$ cat config.mk
export PLATFORM = sky130hd
export DESIGN_NAME = keypad_entry
export DESIGN_NICKNAME = d
export VERILOG_FILES = /design/src/rtl/keypad_pkg.sv /design/src/rtl/row_sync.sv /design/src/rtl/keypad_entry.sv
export SDC_FILE = /design/constraint.sdc
export NUM_CORES = 1
export LEC_CHECK = 0
export CAP_MARGIN = 40
export CORE_MARGIN = 2
export CORE_UTILIZATION = 60
export CTS_CLUSTER_DIAMETER = 120
export CTS_CLUSTER_SIZE = 24
export DETAILED_ROUTE_END_ITERATION = 16
export HOLD_SLACK_MARGIN = 0.02
export PLACE_DENSITY = 0.9
export SYNTH_ARGS = -nofsm -noshare
export SYNTH_HDL_FRONTEND = slang
export SYNTH_SLANG_ARGS = --single-unit
$ cat constraint.sdc
create_clock -name clk -period 6.75 [get_ports clk]
set_input_delay 1.0125 -clock clk [delete_from_list [all_inputs] [get_ports clk]]
set_output_delay 1.0125 -clock clk [all_outputs]
set_load 0.005 [all_outputs]
$ cat src/rtl/keypad_pkg.sv
// Shared types and constants for the 4x4 keypad scanner and operand entry.
package keypad_pkg;

    localparam int ROWS         = 4;
    localparam int COLS         = 4;
    localparam int CODE_W       = 4;
    localparam int ENTRY_DIGITS = 4;

    typedef enum logic [1:0] {
        SCAN     = 2'd0,
        DEBOUNCE = 2'd1,
        HELD     = 2'd2,
        RELEASE  = 2'd3
    } state_e;

    // Lowest-index low row wins when several rows are pressed in one column.
    function automatic logic [1:0] first_low_row(input logic [ROWS-1:0] rows);
        logic [1:0] idx;
        idx = 2'd0;
        for (int i = ROWS - 1; i >= 0; i--) begin
            if (!rows[i]) idx = 2'(i);
        end
        return idx;
    endfunction

endpackage

$ cat src/rtl/row_sync.sv
// Two-flop synchroniser for the asynchronous keypad row returns; idles released (all high).
module row_sync (
    input  logic       clk,
    input  logic       rst_n,
    input  logic [3:0] d_i,
    output logic [3:0] q_o
);

    logic [3:0] meta_q;
    logic [3:0] sync_q;

    always_ff @(posedge clk or negedge rst_n) begin
        if (!rst_n) begin
            meta_q <= 4'b1111;
            sync_q <= 4'b1111;
        end else begin
            meta_q <= d_i;
            sync_q <= meta_q;
        end
    end

    assign q_o = sync_q;

endmodule

$ cat src/rtl/keypad_entry.sv
// Column-scanned 4x4 keypad with per-key debounce, one event per press, and a
// four-digit hex operand shift register.
//
// state    | meaning
// SCAN     | rotating columns, waiting for any low row at the sample point
// DEBOUNCE | candidate key latched, counting matching samples on this column
// HELD     | key accepted, waiting for an all-high sample
// RELEASE  | counting all-high samples before returning to SCAN
module keypad_entry
    import keypad_pkg::*;
#(
    parameter int SCAN_DIV   = 50000,
    parameter int DEBOUNCE_N = 8
) (
    input  logic              clk,
    input  logic              rst_n,
    input  logic [ROWS-1:0]   row_in,
    input  logic              entry_clear,
    output logic [COLS-1:0]   col_out,
    output logic              key_valid,
    output logic [CODE_W-1:0] key_code,
    output logic              key_held,
    output logic [15:0]       entry,
    output logic [2:0]        digit_count,
    output logic              entry_full
);

    localparam int              SLOT_W    = (SCAN_DIV > 1) ? $clog2(SCAN_DIV) : 1;
    localparam logic [SLOT_W-1:0] SLOT_LAST = SLOT_W'(SCAN_DIV - 1);
    localparam logic [7:0]      DB_N      = 8'(DEBOUNCE_N);
    localparam logic [2:0]      DIG_MAX   = 3'(ENTRY_DIGITS);

    logic [ROWS-1:0]   row_s;
    logic [SLOT_W-1:0] slot_q;
    logic              sample;
    logic [1:0]        col_q;
    logic [COLS-1:0]   col_out_q;

    state_e            state_q, state_d;
    logic [7:0]        cnt_q, cnt_d;
    logic [CODE_W-1:0] cand_q, cand_d;

    logic              any_low;
    logic [CODE_W-1:0] win_code;

    logic              accept, release_done, advance;
    logic [15:0]       entry_q, entry_d;
    logic [2:0]        count_q, count_d;
    logic              full_q;
    logic              key_valid_q, key_held_q;
    logic [CODE_W-1:0] key_code_q;

    row_sync u_row_sync (
        .clk   (clk),
        .rst_n (rst_n),
        .d_i   (row_in),
        .q_o   (row_s)
    );

    assign sample   = (slot_q == SLOT_LAST);
    assign any_low  = ~&row_s;
    assign win_code = {first_low_row(row_s), col_q};

    always_ff @(posedge clk or negedge rst_n) begin
        if (!rst_n) begin
            slot_q    <= '0;
            col_q     <= 2'd0;
            col_out_q <= 4'b1110;
            state_q   <= SCAN;
            cnt_q     <= 8'd0;
            cand_q    <= '0;
        end else begin
            slot_q  <= sample ? '0 : slot_q + 1'b1;
            state_q <= state_d;
            cnt_q   <= cnt_d;
            cand_q  <= cand_d;
            if (advance) begin
                col_q     <= col_q + 2'd1;
                col_out_q <= {col_out_q[COLS-2:0], col_out_q[COLS-1]};
            end
        end
    end

    always_comb begin
        state_d = state_q;
        cnt_d   = cnt_q;
        cand_d  = cand_q;
        if (sample) begin
            case (state_q)
                SCAN: begin
                    if (any_low) begin
                        cand_d  = win_code;
                        cnt_d   = 8'd1;
                        state_d = (DB_N == 8'd1) ? HELD : DEBOUNCE;
                    end
                end
                DEBOUNCE: begin
                    if (any_low && (win_code == cand_q)) begin
                        cnt_d = cnt_q + 8'd1;
                        if (cnt_d == DB_N) state_d = HELD;
                    end else begin
                        state_d = SCAN;
                    end
                end
                HELD: begin
                    if (!any_low) begin
                        cnt_d   = 8'd1;
                        state_d = (DB_N == 8'd1) ? SCAN : RELEASE;
                    end
                end
                RELEASE: begin
                    if (!any_low) begin
                        cnt_d = cnt_q + 8'd1;
                        if (cnt_d == DB_N) state_d = SCAN;
                    end else begin
                        state_d = HELD;
                    end
                end
                default: state_d = SCAN;
            endcase
        end
    end

    // Entry update happens on the accepting edge so it lines up with key_valid.
    always_comb begin
        accept       = sample && (state_d == HELD) &&
                       ((state_q == SCAN) || (state_q == DEBOUNCE));
        release_done = sample && (state_d == SCAN) &&
                       ((state_q == HELD) || (state_q == RELEASE));
        advance      = sample && (state_d == SCAN);
        entry_d      = entry_q;
        count_d      = count_q;
        if (entry_clear) begin
            entry_d = 16'h0000;
            count_d = 3'd0;
        end else if (accept && (count_q < DIG_MAX)) begin
            entry_d = {entry_q[11:0], cand_d};
            count_d = count_q + 3'd1;
        end
    end

    always_ff @(posedge clk or negedge rst_n) begin
        if (!rst_n) begin
            key_valid_q <= 1'b0;
            key_code_q  <= '0;
            key_held_q  <= 1'b0;
            entry_q     <= 16'h0000;
            count_q     <= 3'd0;
            full_q      <= 1'b0;
        end else begin
            key_valid_q <= accept;
            if (accept) begin
                key_code_q <= cand_d;
                key_held_q <= 1'b1;
            end else if (release_done) begin
                key_held_q <= 1'b0;
            end
            entry_q <= entry_d;
            count_q <= count_d;
            full_q  <= (count_d == DIG_MAX);
        end
    end

    assign col_out     = col_out_q;
    assign key_valid   = key_valid_q;
    assign key_code    = key_code_q;
    assign key_held    = key_held_q;
    assign entry       = entry_q;
    assign digit_count = count_q;
    assign entry_full  = full_q;

endmodule

Yosys cells after proc, flatten, opt, wreduce, memory -nomap -nowiden. Index checks and enable logic that the tools add are counted.

Output and inout port bits: 30. Input bits: 7. Register bits after elaboration: 70.

Equal/unequal tests: 12. Add/sub/neg operators: 4. Reductions and logical operators: 15. Muxes and demuxes: 27. $lt $le $gt $ge: 1.

Operators with widths (number): 16-bit two-way mux (3); 8-bit two-way mux (4); 8-bit case mux with 4 select lines (1); 2-bit two-way mux (11); 16-bit by 1-bit adder with 16-bit output (second input constant) (1); 16-bit equality test (second input constant) (1); 4-bit two-way mux (3); 8-bit by 1-bit adder with 8-bit output (second input constant) (1); 8-bit by 4-bit equality test with 1-bit output (second input constant) (1); 2-bit != test (second input constant) (4); 2-bit case mux with 4 select lines (1); 2-bit equality test (second input constant) (3); 1-bit logical AND (6); 3-bit two-way mux (2); 5-bit AND reduction (1); 4-bit equality test (1); 2-bit logical NOT (2); 4-bit AND reduction (1); 2-bit nonzero test (2); 3-bit by 1-bit adder with 3-bit output (second input constant) (1); 3-bit equality test (second input constant) (1); 3-bit < comparator (second input constant) (1); 2-bit by 1-bit adder with 2-bit output (second input constant) (1); 2-bit by 1-bit equality test with 1-bit output (second input constant) (1); 3 further kinds (5).

Longest topological paths before layout. Gate-level depths: netlist of run 1.

Depth in word-level cells: 16. Mapped depth: 9.

Modules after synthesis. Synthesis of run 1 repeated with hierarchy kept, for this count alone.

Cells, all modules: 282. Area, all modules: 3261.9 um^2.

By module, submodules not included: keypad_entry (cells an instance 274, instances 1, sequential area each 1555.2 um^2, area an instance 3051.7 um^2); row_sync (cells an instance 8, instances 1, sequential area each 210.2 um^2, area an instance 210.2 um^2).

Worst setup path before layout of run 1. OpenSTA, ideal clock, no wires.

Path type: flip-flop to flip-flop. From: register cnt_q[0]. To: register count_q[0] (netlist: digit_count[0]). Period minus slack after synthesis: 2.493 ns. Library setup time: 0.125 ns. Arrival time: 2.368 ns. Stages on the path, launching flop included: 8. Slack: 4.257 ns. Data required time: 6.625 ns. Cells stage by stage: dfrtp_1 > ha_1 > a211o_1 > a211o_1 > a211oi_4 > and4_4 > buf_12 > mux2_2.

Word-level cells in the longest chain between the ends: 12.

RTL lines: start: declaration (line keypad_entry.sv:40) `logic [7:0] cnt_q, cnt_d;`; start signal: assignment (line keypad_entry.sv:75) `cnt_q <= cnt_d;`; 8-bit by 1-bit adder with 8-bit output (*) (line keypad_entry.sv:99, keypad_entry.sv:113); 8-bit by 4-bit equality test with 1-bit output (*) (line keypad_entry.sv:100, keypad_entry.sv:114); 2-bit two-way mux (on tied branches) (line keypad_entry.sv:114, keypad_entry.sv:100); 2-bit two-way mux (on tied branches) (line keypad_entry.sv:112, keypad_entry.sv:98); 2-bit case mux with 4 select lines (*) (line keypad_entry.sv:89) `case (state_q)`; 2-bit two-way mux (*) (line keypad_entry.sv:88) `if (sample) begin`; 2-bit equality test (*) (line keypad_entry.sv:126) `accept = sample && (state_d == HELD) &&`; 1-bit logical AND (*) (2 in series) (line keypad_entry.sv:126); 1-bit logical AND (*) (line keypad_entry.sv:136) `end else if (accept && (count_q < DIG_MAX)) begin`; 3-bit two-way mux (*) (line keypad_entry.sv:136); 3-bit two-way mux (*) (line keypad_entry.sv:133) `if (entry_clear) begin`; via count_d[0] (line keypad_entry.sv:48) `logic [2:0] count_q, count_d;`; end signal: assignment (line keypad_entry.sv:159) `count_q <= count_d;`; end: declaration (line keypad_entry.sv:48).

The timed path passes the listed nets; every way through them passes the cells marked *. A chain may end at the register's enable or synchronous reset.

Worst setup path after layout of run 1. Same ends and word-level chain as after synthesis.

==> impl_metrics.ini, run 1 <==
[floorplanning]
core_area_um2 = 5440
initial_core_util_pct = 61.1
design.portCount = 37
chipHeight_um = 78.4
num_rows = 27
design.die.area_um2 = 6150
die-width_um = 78.4

[power_and_ir_drop]
net-switching-power_uw = 180
power_density_relative_to_cell_area_nw_per_um2 = 210
clockPowerShare_pct = 45.5
p_leak_nw = 1.66
power_frac_seq_pct = 52.0
sw_frac_of_total_pct = 22.0
highest_ir_drop_seen_on_vdd_mv = 0.207
p_comb_share_pct = 2.6
cell_internal_pwr_uw = 638

[clock_tree]
cts.repair_timing.setup_buffer_count = 0
cts_tree = yes
cts_made_buffers = 9
cts_resized = 0
h-tree-depth = 3
clock_transition_at_the_registers_of_the_reported_paths_ns = 0.08
clockBufferDepth = 2
cts_root_buffer = sky130_fd_sc_hd__clkbuf_8
cts.sink_count = 70
insertion_delay_ns = 0.35
ctsHoldBuffers = 0

[synthesis]
most_frequently_used_flop_master_after_synthesis = sky130_fd_sc_hd__dfrtp_1
post_synth_xor_area_fraction_pct = 5.01
dominant_combinational_cell_family_by_area_after_synthesis = simple AND/OR/NAND/NOR gates
syn-cell-area_um2 = 3320
yosysWarningCount = 0
synth_async_sr_flop_share_pct = 100
synthAdderAreaFrac_pct = 1.51
yosysUniqueCellTypes = 48
synth_mux_area_share_pct = 9.48
synth_edf_count = 0
synth-seq-area-share_pct = 53.1
postSynthNetCount = 317
synthSimpleGateAreaFrac_pct = 18.0
postSynthCellCount = 306
avgSynthCellArea_um2 = 10.9
synth_compound_area_share_pct = 9.07
postSynthRegisterBits = 70

[final_layout]
number_of_nets_in_the_final_layout = 349
diodes_inserted = 0
stdcell_count = 415
areaGrowthSynthToFinish_pct = 17.2
fillCellCount = 369
final_common_cell = sky130_fd_sc_hd__dfrtp_1
ratio_of_cells_with_drive_above_1_in_the_final_layout_pct = 14.6
fin_area_um2 = 3900
mostFrequentLayoutCells = 59 x sky130_fd_sc_hd__dfrtp_1, 37 x sky130_fd_sc_hd__nand2_1, 35 x sky130_fd_sc_hd__clkdlybuf4s50_1, 21 x sky130_fd_sc_hd__nor2_1, 18 x sky130_fd_sc_hd__mux2i_1

[place]
hpwl_mm = 4.41
cell_count_post_placement = 399
port-buffer-count = 36
post_dp_cell_area_um2 = 3670
gp_congestion = 0.918

[grt]
grt_antenna_before_repair = 0
globalRouteOverflowTotal = 0
global_route_wire_length_before_repair_mm = 11.3
grt_max_degree = 71
track_usage_pct = 24.1
number_of_global_route_vias_before_repair = 2371

[routing]
remaining_drc_errors = 0
wl_mm = 6.56
via_cell_ratio = 5.84
route.vias.total = 2422
detail_route.iter0.violations = 190
first_pass_iters = 5
postRouteAntennaNets = 0
wire_length_per_cell_after_detailed_routing_um = 15.8

[timing]
final_hold_viol_count = 0
final_min_period_over_clock_period_pct = 41.9
finClkSkew_ns = 0.0109
max_transition_margin_pct = 41.8
period_minus_slack_ns = 2.83
hold-worst-slack_ns = 0.357
final-max-slew-violation-count = 0
tightestPinTransition_ns = 0.869
final_report_setup_violation_count = 0
max_freq_mhz = 354
totalNegativeSetupSlack_ns = 0
unrepaired_setup_endpoints_after_global_routing = false

[setup_path]
critPathKind = reg2reg
startpoint_type = flop
worstPathMaxFanout = 18
required_ns = 6.99
worst-r2r-setup-slack_ns = 3.92
critPathCaptureType = flop
crit_path_dat_ns = 3.06

[hold_path]
holdCritPathClass = reg2reg

[outcome]
status = finished, final reports clean

[flow_run]
maxCapViolations = 0
registers in the layout, summed over array words and instances, names as in the netlist:
name and count:
entry 16, key_held 1, cand_q 4, col_out 4, key_code 4, entry_full 1, digit_count 3, u_row_sync.q_o 4
u_row_sync.meta_q 4, state_q 2, col_q 2, slot_q 16, key_valid 1, cnt_q 8
stage by stage:
step / util (%) / setup slack, ns / power, mW
global route: 71.6 / 3.78 / 0.846
CTS: 71.6 / 3.93 / 0.822
finish: 71.6 / 3.92 / 0.818
detailed placement: 67.5 / 3.95 / 0.454
floorplan: - / 4.26 / 0.440
global placement: 67.5 / 4.03 / 0.453
cell usage after synthesis (all sizes together) (7+ instances only):
| library cell | n | area [um2] |
|---|---|---|
| xnor2 | 7 | 61.3 |
| a31oi | 13 | 81.3 |
| nand3 | 16 | 80.1 |
| nand2 | 38 | 145 |
| dfrtp | 59 | 1480 |
| nor2 | 21 | 78.8 |
| mux2i | 18 | 180 |
| clkbuf | 10 | 37.5 |
| o21ai | 9 | 45.0 |
| nor3 | 8 | 40.0 |
| mux2 | 12 | 135 |
| xor2 | 12 | 105 |
| dfstp | 11 | 289 |
area by class of cell:
cell class / instances / area, um2 / share of cell area [%]
Multi-Input combinational cell: 214 / 1430 / 36.8
Tap cell: 72 / 90.1 / 2.31
Timing Repair Buffer: 37 / 363 / 9.31
Clock buffer: 9 / 124 / 3.18
Clock inverter: 7 / 98.8 / 2.54
Inverter: 6 / 22.5 / 0.578
Sequential cell: 70 / 1770 / 45.3
worst paths after layout:
| path | start | endpoint | cells past startpoint |
|---|---|---|---|
| worst max-delay path | cnt_q[0] | digit_count[0] | 6 |
| worst min-delay path | u_row_sync.meta_q[1] | u_row_sync.q_o[1] | 0 |
| worst max register to register | cnt_q[0] | digit_count[0] | 6 |
| worst min register to register | u_row_sync.meta_q[1] | u_row_sync.q_o[1] | 0 |
| max in group asynchronous | rst_n | entry[14] | 2 |
| min in group asynchronous | rst_n | slot_q[8] | 2 |
logic make-up (layout without fill, tap and decap cells):
| logic type | after synthesis | after routing |
|---|---|---|
| and+or+nand+nor | 117 | 117 |
| DFF | 70 | 70 |
| AOI/OAI and AO/OA | 44 | 44 |
| muxes | 30 | 30 |
| buffers and inverters | 22 | 59 |
| xor gates and xnor gates | 19 | 19 |
| adders and majority gates | 4 | 4 |
power groups by stage:
stage	registers [mW]	clock network, mW	logic (mW)
after floorplan	0.433	0	0.00772
after global placement	0.433	0	0.0208
after detailed placement	0.433	0	0.0212
after CTS	0.425	0.376	0.0213
after global routing	0.425	0.397	0.0242
final	0.425	0.372	0.0209
critical path: stages (launching register included):
cell,delay [ns]
sky130_fd_sc_hd__dfrtp_1,0.43
sky130_fd_sc_hd__ha_1,0.31
sky130_fd_sc_hd__a211o_1,0.32
sky130_fd_sc_hd__a211o_1,0.34
sky130_fd_sc_hd__a211oi_4,0.41
sky130_fd_sc_hd__and4_4,0.53
sky130_fd_sc_hd__mux2_2,0.37
per-layer routing:
| metal | wire (um) | part of all wire [%] | track usage [%] | up-vias |
|---|---|---|---|---|
| met5 | 0 | 0 | 0 | - |
| met4 | 129 | 2.0 | 9.65 | 0 |
| met3 | 306 | 4.7 | 5.75 | 13 |
| met2 | 3200 | 49 | 38.0 | 67 |
| met1 | 2920 | 44 | 32.4 | 1189 |
| li1 | - | - | - | 1153 |
Power figures use the tool's default switching activity.
==> run 2: changes to the inputs <==
- CORE_UTILIZATION: 60 -> 56
- PLACE_DENSITY: 0.9 -> 0.85
- clock period: 6.75 -> 2.9 ns (I/O delays scaled with it)
==> run 2 against run 1 <==
Critical path depth rose by 1. Clock power rose by 100%. Register-to-register slack got worse by 3.7 ns. Combinational power rose to 2.5 times the previous value. Worst setup slack got worse by 3.7 ns. Routed wire length fell by 5.0%. Fmax rose by 4.1%. Highest routed layer unchanged. First-iteration DRC count fell by 33%. Cell count rose by 2.2%. Die area rose by 6.8%. Clock skew fell by 0.0038 ns. Critical path type unchanged. Sequential power rose by 130%.
==> impl_metrics.ini, run 2 (synthesis results as in run 1) <==
[outcome]
status = finished, final reports clean

[setup_path]
startpoint_type = flop
worstPathMaxFanout = 9
regToRegEndpoint = col_out[0]
worst-r2r-cell-count = 7
required_ns = 3.13
worst-r2r-setup-slack_ns = 0.18
critical_path.reg2reg.startpoint = cnt_q[0]
crit_path_dat_ns = 2.94
critPathKind = reg2reg
critPathCaptureType = flop

[routing]
postRouteAntennaNets = 0
route.vias.total = 2469
wl_mm = 6.23
detail_route.iter0.violations = 127
remaining_drc_errors = 0
first_pass_iters = 4
via_cell_ratio = 5.82
wire_length_per_cell_after_detailed_routing_um = 14.7

[grt]
number_of_global_route_vias_before_repair = 2377
grt_antenna_before_repair = 0
global_route_wire_length_before_repair_mm = 10.7
grt_max_degree = 71
globalRouteOverflowTotal = 0
track_usage_pct = 21.6

[final_layout]
ratio_of_cells_with_drive_above_1_in_the_final_layout_pct = 15.8
number_of_nets_in_the_final_layout = 355
fillCellCount = 468
areaGrowthSynthToFinish_pct = 18.7
mostFrequentLayoutCells = 59 x sky130_fd_sc_hd__dfrtp_1, 37 x sky130_fd_sc_hd__nand2_1, 35 x sky130_fd_sc_hd__clkdlybuf4s50_1, 21 x sky130_fd_sc_hd__nor2_1, 18 x sky130_fd_sc_hd__mux2i_1
final_common_cell = sky130_fd_sc_hd__dfrtp_1
stdcell_count = 424
diodes_inserted = 0

[place]
port-buffer-count = 36
hpwl_mm = 4.34
gp_congestion = 0.840
cell_count_post_placement = 408

[timing]
final_hold_viol_count = 0
finClkSkew_ns = 0.00711
period_minus_slack_ns = 2.72
final_min_period_over_clock_period_pct = 93.6
max_freq_mhz = 368
final_report_setup_violation_count = 0
unrepaired_setup_endpoints_after_global_routing = false
final-max-slew-violation-count = 0
totalNegativeSetupSlack_ns = 0
tightestPinTransition_ns = 0.698
max_transition_margin_pct = 53.1

[clock_tree]
ctsHoldBuffers = 0
cts.sink_count = 70
cts_resized = 0
cts_root_buffer = sky130_fd_sc_hd__clkbuf_8
cts_tree = yes
clock_transition_at_the_registers_of_the_reported_paths_ns = 0.07
h-tree-depth = 3
cts_made_buffers = 9
insertion_delay_ns = 0.34
cts.repair_timing.setup_buffer_count = 0
clockBufferDepth = 2

[power_and_ir_drop]
p_leak_nw = 1.68
power_density_relative_to_cell_area_nw_per_um2 = 452
highest_ir_drop_seen_on_vdd_mv = 0.369

[floorplanning]
die-width_um = 81.1
design.portCount = 37
core_area_um2 = 5820
design.die.area_um2 = 6570
initial_core_util_pct = 57.2
num_rows = 28
chipHeight_um = 81.1

[hold_path]
holdCritPathClass = in2async

[flow_run]
maxCapViolations = 0
==> run 2: layout make-up <==
type / instances / area [um2] / area share, %
multi-input combinational: 214 / 1430 / 36.3
inverter: 6 / 22.5 / 0.571
tap: 75 / 93.8 / 2.38
clock buffer: 10 / 128 / 3.24
timing repair buffer: 43 / 440 / 11.2
clock inverter: 6 / 62.6 / 1.59
sequential: 70 / 1770 / 44.8
==> run 2: how the worst max path moves through the flow <==
stage | startpoint | to | slack (ns) | cells after the start
CTS | cnt_q[0] | col_out[0] | 0.18 | 7
floorplan | cnt_q[0] | digit_count[0] | 0.41 | 7
finish | cnt_q[0] | col_out[0] | 0.18 | 7
global placement | cnt_q[0] | col_out[0] | 0.30 | 7
detailed placement | cnt_q[0] | col_out[0] | 0.20 | 7
global route | cnt_q[0] | col_out[0] | 0.04 | 7
==> run 2: power by group <==
| group | internal, mW | leakage [nW] | switching (mW) |
|---|---|---|---|
| sequential | 0.986 | 0.925 | 0.00257 |
| combinational | 0.0172 | 0.665 | 0.0356 |
| clock | 0.394 | 0.0883 | 0.350 |
==> run 2: through the flow <==
stage	setup slack, ns	cell area [um2]	power, mW	utilization, %	hold WS, ns
finish	0.184	3950	1.79	67.8	0.165
global route	0.0426	3950	1.86	67.8	0.202
CTS	0.184	3950	1.81	67.8	0.174
detailed placement	0.198	3750	1.06	64.6	0.347
global placement	0.295	3730	1.06	64.1	0.346
floorplan	0.407	3320	1.02	-	0.139
==> run 2: worst max-delay path, cell delays in order (launching register included) <==
cell	delay (ns)
sky130_fd_sc_hd__dfrtp_1	0.43
sky130_fd_sc_hd__ha_1	0.31
sky130_fd_sc_hd__a211o_1	0.32
sky130_fd_sc_hd__a211o_1	0.34
sky130_fd_sc_hd__a211oi_4	0.40
sky130_fd_sc_hd__nand2_2	0.11
sky130_fd_sc_hd__a21oi_2	0.31
sky130_fd_sc_hd__mux2_2	0.38
==> run 2: metal layers <==
layer | track usage, % | routed length [um]
met1 | 29.2 | 2730
met2 | 33.2 | 3110
met3 | 4.67 | 324
met4 | 10.5 | 70
met5 | 0 | 0
==> run 3: changes to the inputs <==
- ABC_AREA: not set -> 1
- CORE_ASPECT_RATIO: not set -> 0.6
- PLACE_DENSITY: 0.85 -> 0.86
==> run 3 against run 2 <==
Hold slack improved by 0.11 ns. Non-clock buffer count is 3 lower. Flip-flop and latch count unchanged. Clock skew up 0.0080 ns. Via count increased by 3.6%. Cell area fell by 2.9%. Count of clock-buffer cells in the layout is 1 higher. Critical endpoint is now entry[0]. Largest cell class unchanged.
==> impl_metrics.ini, run 3 <==
[timing]
final_min_period_over_clock_period_pct = 84.6
finClkSkew_ns = 0.0151
totalNegativeSetupSlack_ns = 0
final_report_setup_violation_count = 0
max_freq_mhz = 408
final-max-slew-violation-count = 0
tightestPinTransition_ns = 0.839
period_minus_slack_ns = 2.45
max_transition_margin_pct = 44.1
unrepaired_setup_endpoints_after_global_routing = false
final_hold_viol_count = 0
setup_slack_ns = 0.447

[synthesis]
synthSimpleGateAreaFrac_pct = 26.9
synth.cells.most_frequent = 104 x sky130_fd_sc_hd__nand2_1, 59 x sky130_fd_sc_hd__dfrtp_1, 57 x sky130_fd_sc_hd__inv_1
postSynthRegisterBits = 70
synth_mux_area_share_pct = 1.40
postSynthNetCount = 396
most_frequent_cell_after_synthesis = sky130_fd_sc_hd__nand2_1
synthAdderAreaFrac_pct = 1.56
postSynthCellCount = 385
post_synth_xor_area_fraction_pct = 1.36
syn-cell-area_um2 = 3220
synth.top_cells.by_area = sky130_fd_sc_hd__dfrtp_1 46%, sky130_fd_sc_hd__nand2_1 12%, sky130_fd_sc_hd__dfstp_2 9.0%
dominant_combinational_cell_family_by_area_after_synthesis = simple AND/OR/NAND/NOR gates
avgSynthCellArea_um2 = 8.35
yosysUniqueCellTypes = 27
synth_async_sr_flop_share_pct = 100
most_frequently_used_flop_master_after_synthesis = sky130_fd_sc_hd__dfrtp_1
synth_top_cell_area_share_pct = 45.9
yosysWarningCount = 0
synth-seq-area-share_pct = 54.9
synth_compound_area_share_pct = 5.64
library_cell_occupying_the_most_area_in_the_post_synthesis_netlist = sky130_fd_sc_hd__dfrtp_1
synth_edf_count = 0

[power_and_ir_drop]
power_density_relative_to_cell_area_nw_per_um2 = 450
p_leak_nw = 1.92
fin_total_pwr_mw = 1.72
highest_ir_drop_seen_on_vdd_mv = 0.269

[setup_path]
critical_path.reg2reg.startpoint = cnt_q[0]
worstPathMaxFanout = 21
path_delay_family = simple AND/OR/NAND/NOR gates
startpoint_type = flop
worst-r2r-setup-slack_ns = 0.45
regToRegEndpoint = entry[0]
crit_path_dat_ns = 2.74
cell_breakdown_of_the_critical_path = ha_1 > nand3_1 > xor2_1 > nand3_1 > nor2_2 > nand2_1 > nand2_1 > nand3_2 > nor2_4 > nand2_2 > nor2_4 > nand2_1 > nand2_1
worst_path_largest_cell_delay_ns = 0.43
critPathCaptureType = flop
worst-r2r-cell-count = 13
path_common_cell = sky130_fd_sc_hd__nand2_1
critPathKind = reg2reg
required_ns = 3.19
critical_path_buf_inv_count = 0
timing.critical_path.slowest_stage_cell = sky130_fd_sc_hd__dfrtp_1

[clock_tree]
cts.repair_timing.setup_buffer_count = 0
cts_made_buffers = 9
h-tree-depth = 3
cts_resized = 0
ctsHoldBuffers = 0
cts_root_buffer = sky130_fd_sc_hd__clkbuf_8
cts_tree = yes
clock_transition_at_the_registers_of_the_reported_paths_ns = 0.08
cts.sink_count = 70
clockBufferDepth = 2
insertion_delay_ns = 0.34

[place]
post_dp_cell_area_um2 = 3650
gp_congestion = 0.864
detailedPlace.worstSlack_ns = 0.496
hpwl_mm = 4.43
port-buffer-count = 36

[floorplanning]
design.die.area_um2 = 6380
die-width_um = 102
core_area_um2 = 5570
num_rows = 21
design.portCount = 37
initial_core_util_pct = 57.7
chipHeight_um = 62.7

[final_layout]
fin_area_um2 = 3830
ratio_of_cells_with_drive_above_1_in_the_final_layout_pct = 9.91
number_of_nets_in_the_final_layout = 440
areaGrowthSynthToFinish_pct = 19.1
seq_area_um2 = 1770
mostFrequentLayoutCells = 104 x sky130_fd_sc_hd__nand2_1, 59 x sky130_fd_sc_hd__dfrtp_1, 57 x sky130_fd_sc_hd__inv_1, 42 x sky130_fd_sc_hd__nor2_1, 35 x sky130_fd_sc_hd__clkdlybuf4s50_1
multi_input_comb_area_um2 = 1190
diodes_inserted = 0
final_common_cell = sky130_fd_sc_hd__nand2_1
fillCellCount = 417

[grt]
grt_antenna_before_repair = 0
track_usage_pct = 22.0
global_route_wire_length_before_repair_mm = 10.9
number_of_global_route_vias_before_repair = 2415
grt_max_degree = 71
globalRouteOverflowTotal = 0

[routing]
first_pass_iters = 5
remaining_drc_errors = 0
via_cell_ratio = 4.98
wire_length_per_cell_after_detailed_routing_um = 11.9
postRouteAntennaNets = 0
detail_route.iter0.violations = 141
route.vias.total = 2559
wl_mm = 6.14

[outcome]
status = finished, final reports clean

[flow_run]
maxCapViolations = 0

[hold_path]
holdCritPathClass = in2async
-- run 3: cell types whose count changed in the layout (fill, tap and decap cells not counted), moves of 8 or more --
cell	previous run	this run
sky130_fd_sc_hd__inv_1	6	57
sky130_fd_sc_hd__nor2_1	21	42
sky130_fd_sc_hd__o21ai_0	9	22
sky130_fd_sc_hd__a31oi_1	13	1
sky130_fd_sc_hd__mux2i_1	18	0
sky130_fd_sc_hd__nand3_1	16	29
sky130_fd_sc_hd__mux2_2	12	4
sky130_fd_sc_hd__nand2_1	37	104
-- run 3: layout make-up --
cell class              instances  area share (%)
multi-input cells             250            31.0
flip-flops and latches         70            46.1
inverters                      58            5.68
clock inverters                 5           0.882
repair buffers                 40            10.1
well taps                      80            2.61
clock buffers                  11            3.69
-- run 3: worst max-delay path by stage --
stage,endpoint,cells past startpoint,slack [ns],from
finish,entry[0],13,0.45,cnt_q[0]
floorplan,key_code[0],11,0.81,cnt_q[0]
global placement,entry[0],13,0.57,cnt_q[0]
CTS,entry[9],13,0.48,cnt_q[1]
detailed placement,entry[6],13,0.50,cnt_q[1]
global route,entry[9],15,0.21,cnt_q[1]
-- run 3: logic make-up (layout without fill, tap and decap cells) --
| kind of cell | after synthesis | after routing |
|---|---|---|
| compound gates | 35 | 35 |
| mux | 4 | 4 |
| xor+xnor | 5 | 5 |
| buf+inv | 65 | 114 |
| fa+ha+maj | 4 | 4 |
| flops | 70 | 70 |
| simple gates | 202 | 202 |
-- run 3: layer usage --
layer  vias up  GRT usage, %  part of all wire [%]
met3         4          8.61                   5.4
met1      1193          31.4                    50
met5         -             0                     0
met2        66          31.2                    44
met4         0          6.50                  0.62
li1       1296             -                     -
-- run 3: stage by stage --
stage,cells,utilization [%],hold slack [ns]
2_1_floorplan,385,-,0.139
3_3_place_gp,498,65.6,0.347
3_5_place_dp,498,65.6,0.347
4_1_cts,514,68.8,0.298
5_1_grt,514,68.8,0.343
6_report,514,68.8,0.277
-- run 3: where the power goes --
group / leakage (nW) / switching [mW] / internal [mW]
sequential: 0.925 / 0.00229 / 0.986
clock: 0.0902 / 0.361 / 0.335
combinational: 0.900 / 0.0297 / 0.0108
